## src/rtl/alu_pkg.sv

```systemverilog
// Shared ALU constants: control codes and the RV64 opcode/funct fields the decoder recognises.
package alu_pkg;

  // 4-bit ALU control codes, also consumed by the EX-stage ALU
  localparam logic [3:0] ALU_AND = 4'b0000;
  localparam logic [3:0] ALU_OR  = 4'b0001;
  localparam logic [3:0] ALU_ADD = 4'b0010;
  localparam logic [3:0] ALU_SUB = 4'b0110;

  localparam logic [6:0] OP_RTYPE  = 7'b0110011;
  localparam logic [6:0] OP_LOAD   = 7'b0000011;
  localparam logic [6:0] OP_STORE  = 7'b0100011;
  localparam logic [6:0] OP_BRANCH = 7'b1100011;

  localparam logic [2:0] F3_ADDSUB = 3'b000;
  localparam logic [2:0] F3_AND    = 3'b111;
  localparam logic [2:0] F3_OR     = 3'b110;
  localparam logic [2:0] F3_DWORD  = 3'b011;
  localparam logic [2:0] F3_BEQ    = 3'b000;

  localparam logic [6:0] F7_BASE = 7'b0000000;
  localparam logic [6:0] F7_SUB  = 7'b0100000;

  // Control half of the ID/EX register (the datapath half is XLEN-wide and lives in the top)
  typedef struct packed {
    logic       valid;
    logic       illegal;
    logic       branch;
    logic [3:0] alu_ctrl;
    logic [4:0] rd;
  } idex_ctl_t;

  localparam idex_ctl_t IDEX_BUBBLE = '{valid: 1'b0, illegal: 1'b0, branch: 1'b0,
                                        alu_ctrl: ALU_AND, rd: 5'd0};

endpackage

```

## src/rtl/alu_decode.sv

```systemverilog
// Combinational decode of the supported RV64 subset into ALU control and operand select.
module alu_decode
  import alu_pkg::*;
(
  input  logic [31:0] instr,
  output logic [3:0]  alu_control,
  output logic        use_imm,
  output logic        branch,
  output logic        illegal
);

  logic [6:0] opcode;
  logic [2:0] funct3;
  logic [6:0] funct7;

  assign opcode = instr[6:0];
  assign funct3 = instr[14:12];
  assign funct7 = instr[31:25];

  // Anything not explicitly matched falls through as illegal with AND/zero controls
  always_comb begin
    alu_control = ALU_AND;
    use_imm     = 1'b0;
    branch      = 1'b0;
    illegal     = 1'b1;
    case (opcode)
      OP_RTYPE: begin
        if (funct3 == F3_ADDSUB && funct7 == F7_BASE) begin
          alu_control = ALU_ADD;
          illegal     = 1'b0;
        end else if (funct3 == F3_ADDSUB && funct7 == F7_SUB) begin
          alu_control = ALU_SUB;
          illegal     = 1'b0;
        end else if (funct3 == F3_AND && funct7 == F7_BASE) begin
          alu_control = ALU_AND;
          illegal     = 1'b0;
        end else if (funct3 == F3_OR && funct7 == F7_BASE) begin
          alu_control = ALU_OR;
          illegal     = 1'b0;
        end
      end
      OP_LOAD, OP_STORE: begin
        if (funct3 == F3_DWORD) begin
          alu_control = ALU_ADD;
          use_imm     = 1'b1;
          illegal     = 1'b0;
        end
      end
      OP_BRANCH: begin
        if (funct3 == F3_BEQ) begin
          alu_control = ALU_SUB;
          branch      = 1'b1;
          illegal     = 1'b0;
        end
      end
      default: ;
    endcase
  end

endmodule

```

## src/rtl/id_ex_alu_issue.sv

```systemverilog
// ID/EX pipeline register for the ALU path, with flush/stall handling and a saturating bubble counter.
module id_ex_alu_issue
  import alu_pkg::*;
#(
  parameter int XLEN = 64
) (
  input  logic            clk,
  input  logic            reset,
  input  logic            in_valid,
  input  logic [31:0]     instr,
  input  logic [XLEN-1:0] rs1_data,
  input  logic [XLEN-1:0] rs2_data,
  input  logic [XLEN-1:0] imm,
  input  logic            stall,
  input  logic            flush,
  output logic            ex_valid,
  output logic [XLEN-1:0] alu_a,
  output logic [XLEN-1:0] alu_b,
  output logic [3:0]      alu_control,
  output logic [4:0]      ex_rd,
  output logic            ex_branch,
  output logic            ex_illegal,
  output logic [15:0]     bubble_count
);

  logic [3:0] dec_ctrl;
  logic       dec_use_imm;
  logic       dec_branch;
  logic       dec_illegal;

  alu_decode u_dec (
    .instr       (instr),
    .alu_control (dec_ctrl),
    .use_imm     (dec_use_imm),
    .branch      (dec_branch),
    .illegal     (dec_illegal)
  );

  idex_ctl_t       ctl_q, ctl_d;
  logic [XLEN-1:0] a_q, a_d;
  logic [XLEN-1:0] b_q, b_d;
  logic [15:0]     bcnt_q, bcnt_d;

  // Next ID/EX contents: flush beats stall beats load; no instruction means bubble
  always_comb begin
    ctl_d = ctl_q;
    a_d   = a_q;
    b_d   = b_q;
    if (flush || (!stall && !in_valid)) begin
      ctl_d = IDEX_BUBBLE;
      a_d   = '0;
      b_d   = '0;
    end else if (!stall) begin
      if (dec_illegal) begin
        ctl_d         = IDEX_BUBBLE;
        ctl_d.illegal = 1'b1;
        a_d           = '0;
        b_d           = '0;
      end else begin
        ctl_d.valid    = 1'b1;
        ctl_d.illegal  = 1'b0;
        ctl_d.branch   = dec_branch;
        ctl_d.alu_ctrl = dec_ctrl;
        ctl_d.rd       = instr[11:7];
        a_d            = rs1_data;
        b_d            = dec_use_imm ? imm : rs2_data;
      end
    end
  end

  // Count edges where EX holds no live instruction; stick at all-ones
  always_comb begin
    bcnt_d = bcnt_q;
    if (!ctl_q.valid && bcnt_q != 16'hFFFF)
      bcnt_d = bcnt_q + 16'd1;
  end

  // Pipeline register and counter, synchronously cleared to a bubble
  always_ff @(posedge clk) begin
    if (reset) begin
      ctl_q  <= IDEX_BUBBLE;
      a_q    <= '0;
      b_q    <= '0;
      bcnt_q <= '0;
    end else begin
      ctl_q  <= ctl_d;
      a_q    <= a_d;
      b_q    <= b_d;
      bcnt_q <= bcnt_d;
    end
  end

  assign ex_valid     = ctl_q.valid;
  assign ex_illegal   = ctl_q.illegal;
  assign ex_branch    = ctl_q.branch;
  assign alu_control  = ctl_q.alu_ctrl;
  assign ex_rd        = ctl_q.rd;
  assign alu_a        = a_q;
  assign alu_b        = b_q;
  assign bubble_count = bcnt_q;

endmodule

```

## config.mk

```make
export PLATFORM = sky130hd
export DESIGN_NAME = id_ex_alu_issue
export DESIGN_NICKNAME = d
export VERILOG_FILES = /design/src/rtl/alu_pkg.sv /design/src/rtl/alu_decode.sv /design/src/rtl/id_ex_alu_issue.sv
export SDC_FILE = /design/constraint.sdc
export NUM_CORES = 1
export LEC_CHECK = 0
export ABC_AREA = 1
export ABC_CLOCK_PERIOD_IN_PS = 1700
export BUFFER_PORTS_ARGS = -buffer_cell sky130_fd_sc_hd__clkbuf_2
export CAP_MARGIN = 10
export CELL_PAD_IN_SITES_DETAIL_PLACEMENT = 1
export CELL_PAD_IN_SITES_GLOBAL_PLACEMENT = 1
export CORE_MARGIN = 10
export CORE_UTILIZATION = 30
export DETAILED_ROUTE_END_ITERATION = 8
export PLACE_DENSITY = 0.78
export RECOVER_POWER = 100
export SLEW_MARGIN = 20
export SYNTH_ARGS = -nofsm -noshare
export SYNTH_HDL_FRONTEND = slang
export SYNTH_SLANG_ARGS = --single-unit
```

## constraint.sdc

```tcl
create_clock -name clk -period 1.7 [get_ports clk]
set_input_delay 0.17 -clock clk [delete_from_list [all_inputs] [get_ports clk]]
set_output_delay 0.17 -clock clk [all_outputs]
set_load 0.03 [all_outputs]
```

==> reports/qor.txt <==
width of the die = 172.4 µm
die extent in y = 172.4 µm
post-route ant nets = 0
H-tree depth = 4
worst-margin pin slew = 0.5029 ns
post-synthesis share of cell area spent on xor and xnor gates = 1.383%
multiplexer share of the synthesized area = 0%
total clock buffers created by CTS = 17
Synth Area in Compound Gates = 11.55%
Synth Flop Type = dfxtp_1
violation count after the first detailed-routing iteration = 475
worst slew margin relative to its limit = 66.47%
Final WS setup = 0.1183 ns
startpoint types = flip-flop
share of synthesized area occupied by flip-flops and latches = 44.54%
f_max = 0.6322 GHz
dominant combinational cell family by area after synthesis = simple AND/OR/NAND/NOR gates
largest net degree at the start of global routing = 94
Post-Place Cell Area = 0.009439 mm²
signed area change from the synthesized netlist to the final layout = 49.70%
Worst Reg2Reg Path Length in Cells = 9
start point of the worst min-delay path = rs1_data[54]
via count of the first global-routing pass = 9013
cell area after layout = 0.01043 mm²
detailed-route wire length per cell = 18.55 µm
layout cell share with drive strength beyond 1 = 22.38%
Post-DP HPWL = 23.28 mm
Final Routed Wirelength = 32.59 mm
worst hold-check path type = in -> reg
post-synthesis sequential element count = 155
effective utilization at floorplan = 30.59%
average cell area after synthesis = 6.925 µm²
Yosys top cell area share = 44.54%
status = complete, no violations
share of synthesized cell area in full adder, half adder and majority cells = 0.1796%
PortBufs = 373
synthesized instance count = 1006
post-route DRC violation count = 0
drt first pass iters = 5
final-stage net count = 1662
number of cell rows = 55
capture instance of the worst register-to-register path = bubble_count[7]$_SDFFE_PP0P_
pre-CTS setup slack = -0.2724 ns
static leakage power = 4.213 nW
Die ar. = 0.02972 mm²
nature of the critical path endpoint = flip-flop
GPL Wtd Cong = 0.8022
DR vias/cell = 4.775
critical-path maximum fanout = 16
max-slew violations = 0
r2r startpoint = bubble_count[1]$_SDFFE_PP0P_
Worst EP required = 2.04 ns
clock latency on the worst-skew pair = 0.41 ns
count of vias placed by the detailed router = 8389
Core Area = 0.02278 mm²
Max-Cap Viols = 0
register area = 0.003105 mm²
Cell Pwr Density = 822.4 mW/mm²
total of endpoints with negative setup slack in the final report = 0
final setup skew = 0.006275 ns
Root Buffer Master = clkbuf_16
initial antenna violation count = 4
share of async-settable or async-resettable flops after synthesis = 0%
area of the mapped netlist = 0.006967 mm²
Net Count, Synth = 1236
number of fill cells in the layout = 3054
Hold Vio Cnt, Final = 0
Critical Path Source = bubble_count[1]$_SDFFE_PP0P_
# clock sinks = 155
Remaining Overflow, GRT = 0
Post-synth EDFFs = 0
setup slack, reg-to-reg = 0.12 ns
clock transition time at the flip-flop clock pins of the worst setup and hold paths = 0.06 ns
TritonCTS clock tree = yes
maximum count of clock buffers along a single path = 2
crit path DAT = 1.92 ns
capture point of the critical path = bubble_count[7]$_SDFFE_PP0P_
synth unique cells = 25
all-layer global routing usage = 21.08%
cell type with the highest aggregate area in the netlist = dfxtp_1
Syn. warnings = 0
worst voltage drop across the vdd grid = 464.2 µV
simple logic cell fraction of the synthesized area = 35.20%
multi-input logic area = 0.003405 mm²
critical path start-end classification = reg -> reg
Top-Level Pins = 385
portion of the clock cycle consumed by the worst path in the final layout = 93.04%
largest cells by area after synthesis = dfxtp_1 (45%), nand2_1 (21%), a21oi_1 (11%)
wire length of the first global-routing pass = 49.32 mm
Period minus WS final = 1.582 ns
## registers in the layout, indices dropped and copies added, names as in the netlist
register	cells
alu_b	64
ex_branch	1
bubble_count	16
alu_a	64
ex_valid	1
alu_control	3
ex_rd	5
ex_illegal	1
## Yosys cell counts, types with 6 or more instances
cell type / n
nor3_1: 6
buf_4: 9
inv_1: 21
clkbuf_1: 32
buf_2: 20
dfxtp_1: 155
nand2_1: 386
buf_1: 7
a21oi_1: 153
xor2_1: 8
buf_6: 8
nor2_1: 31
nand4_1: 6
nand3_1: 137
nand3_2: 11
## stage by stage
stage / hold WS, ns / power (mW) / TNS, ns / std cells / util (%)
6_report: 0.01358 / 8.576 / 0 / 1757 / 45.78
5_1_grt: 0.006215 / 8.898 / -0.003070 / 1757 / 45.78
4_1_cts: 0.0006757 / 8.686 / -0.003954 / 1756 / 46.78
3_5_place_dp: 0.4290 / 4.363 / -2.710 / 1668 / 41.44
3_3_place_gp: 0.4199 / 4.351 / -1.665 / 1668 / 41.44
2_1_floorplan: 0.2391 / 3.974 / 0 / 1006 / -
## critical path, cell delays in order, from the launching register on
cell     delay, ns
dfxtp_2       0.33
ha_1          0.16
inv_1         0.06
nor2_2        0.13
nand2_2       0.07
buf_4         0.16
o21ai_4       0.17
buf_12        0.16
nand2_1       0.08
a21oi_1       0.17
## where the power goes
group	internal (mW)	switching [mW]	leakage, nW	total (mW)
clock network	2.60	1.59	0.307	4.19
registers	3.64	0.00568	1.25	3.65
logic	0.358	0.377	2.66	0.736
## repair_timing
| item | in CTS | in global routing |
|---|---|---|
| resized for setup | 2 | 2 |
| setup endpoints to repair | 14 | 8 |
| cloned | 0 | 0 |
| hold buffers | 58 | 0 |
| setup buffers | 0 | 0 |
| endpoints found under the hold margin | 58 | 0 |
## final cells by class
class,count,share of cell area [%]
clock buffers,19,4.151
clock inverters,11,1.872
flip-flops and latches,155,29.78
repair buffers,483,26.90
inverters,24,0.8758
multi-input cells,751,32.65
well taps,313,3.755
diodes,1,0.02400
## per-layer routing
layer / track usage (%) / vias up / part of all wire (%)
li1: - / 4122 / -
met1: 22.43 / 3973 / 39
met2: 38.38 / 235 / 53
met3: 5.951 / 53 / 6.2
met4: 8.283 / 6 / 2.5
met5: 0 / - / 0.14
## placed cells by master, fill, tap and decap left out, types with 13 or more instances in the layout
master,count
nor2_1,28
clkbuf_2,217
nand2_1,386
clkbuf_16,17
buf_4,39
clkbuf_1,158
nand3_1,136
dfxtp_1,153
inv_1,20
a21oi_1,153
dlygate4sd3_1,58
buf_12,13
## worst min-delay path by stage
| stage | to | slack, ns | cells after the start |
|---|---|---|---|
| 2_1_floorplan | bubble_count[15]$_SDFFE_PP0P_ | 0.24 | 1 |
| 3_3_place_gp | alu_a[63]$_SDFFE_PP0N_ | 0.42 | 3 |
| 3_5_place_dp | alu_a[17]$_SDFFE_PP0N_ | 0.43 | 3 |
| 4_1_cts | ex_rd[0]$_SDFFE_PP0N_ | 0.0007 | 3 |
| 5_1_grt | alu_a[54]$_SDFFE_PP0N_ | 0.006 | 3 |
| 6_report | alu_a[54]$_SDFFE_PP0N_ | 0.01 | 3 |
## cell families (layout without fill, tap and decap cells)
group | Yosys count | in the layout
simple gates | 580 | 580
compound gates | 158 | 158
flops | 155 | 155
buf+inv | 100 | 537
xor+xnor | 11 | 11
fa+ha+maj | 1 | 1
other cells | 1 | 2
Note: power is estimated with default switching activity, not from simulation.
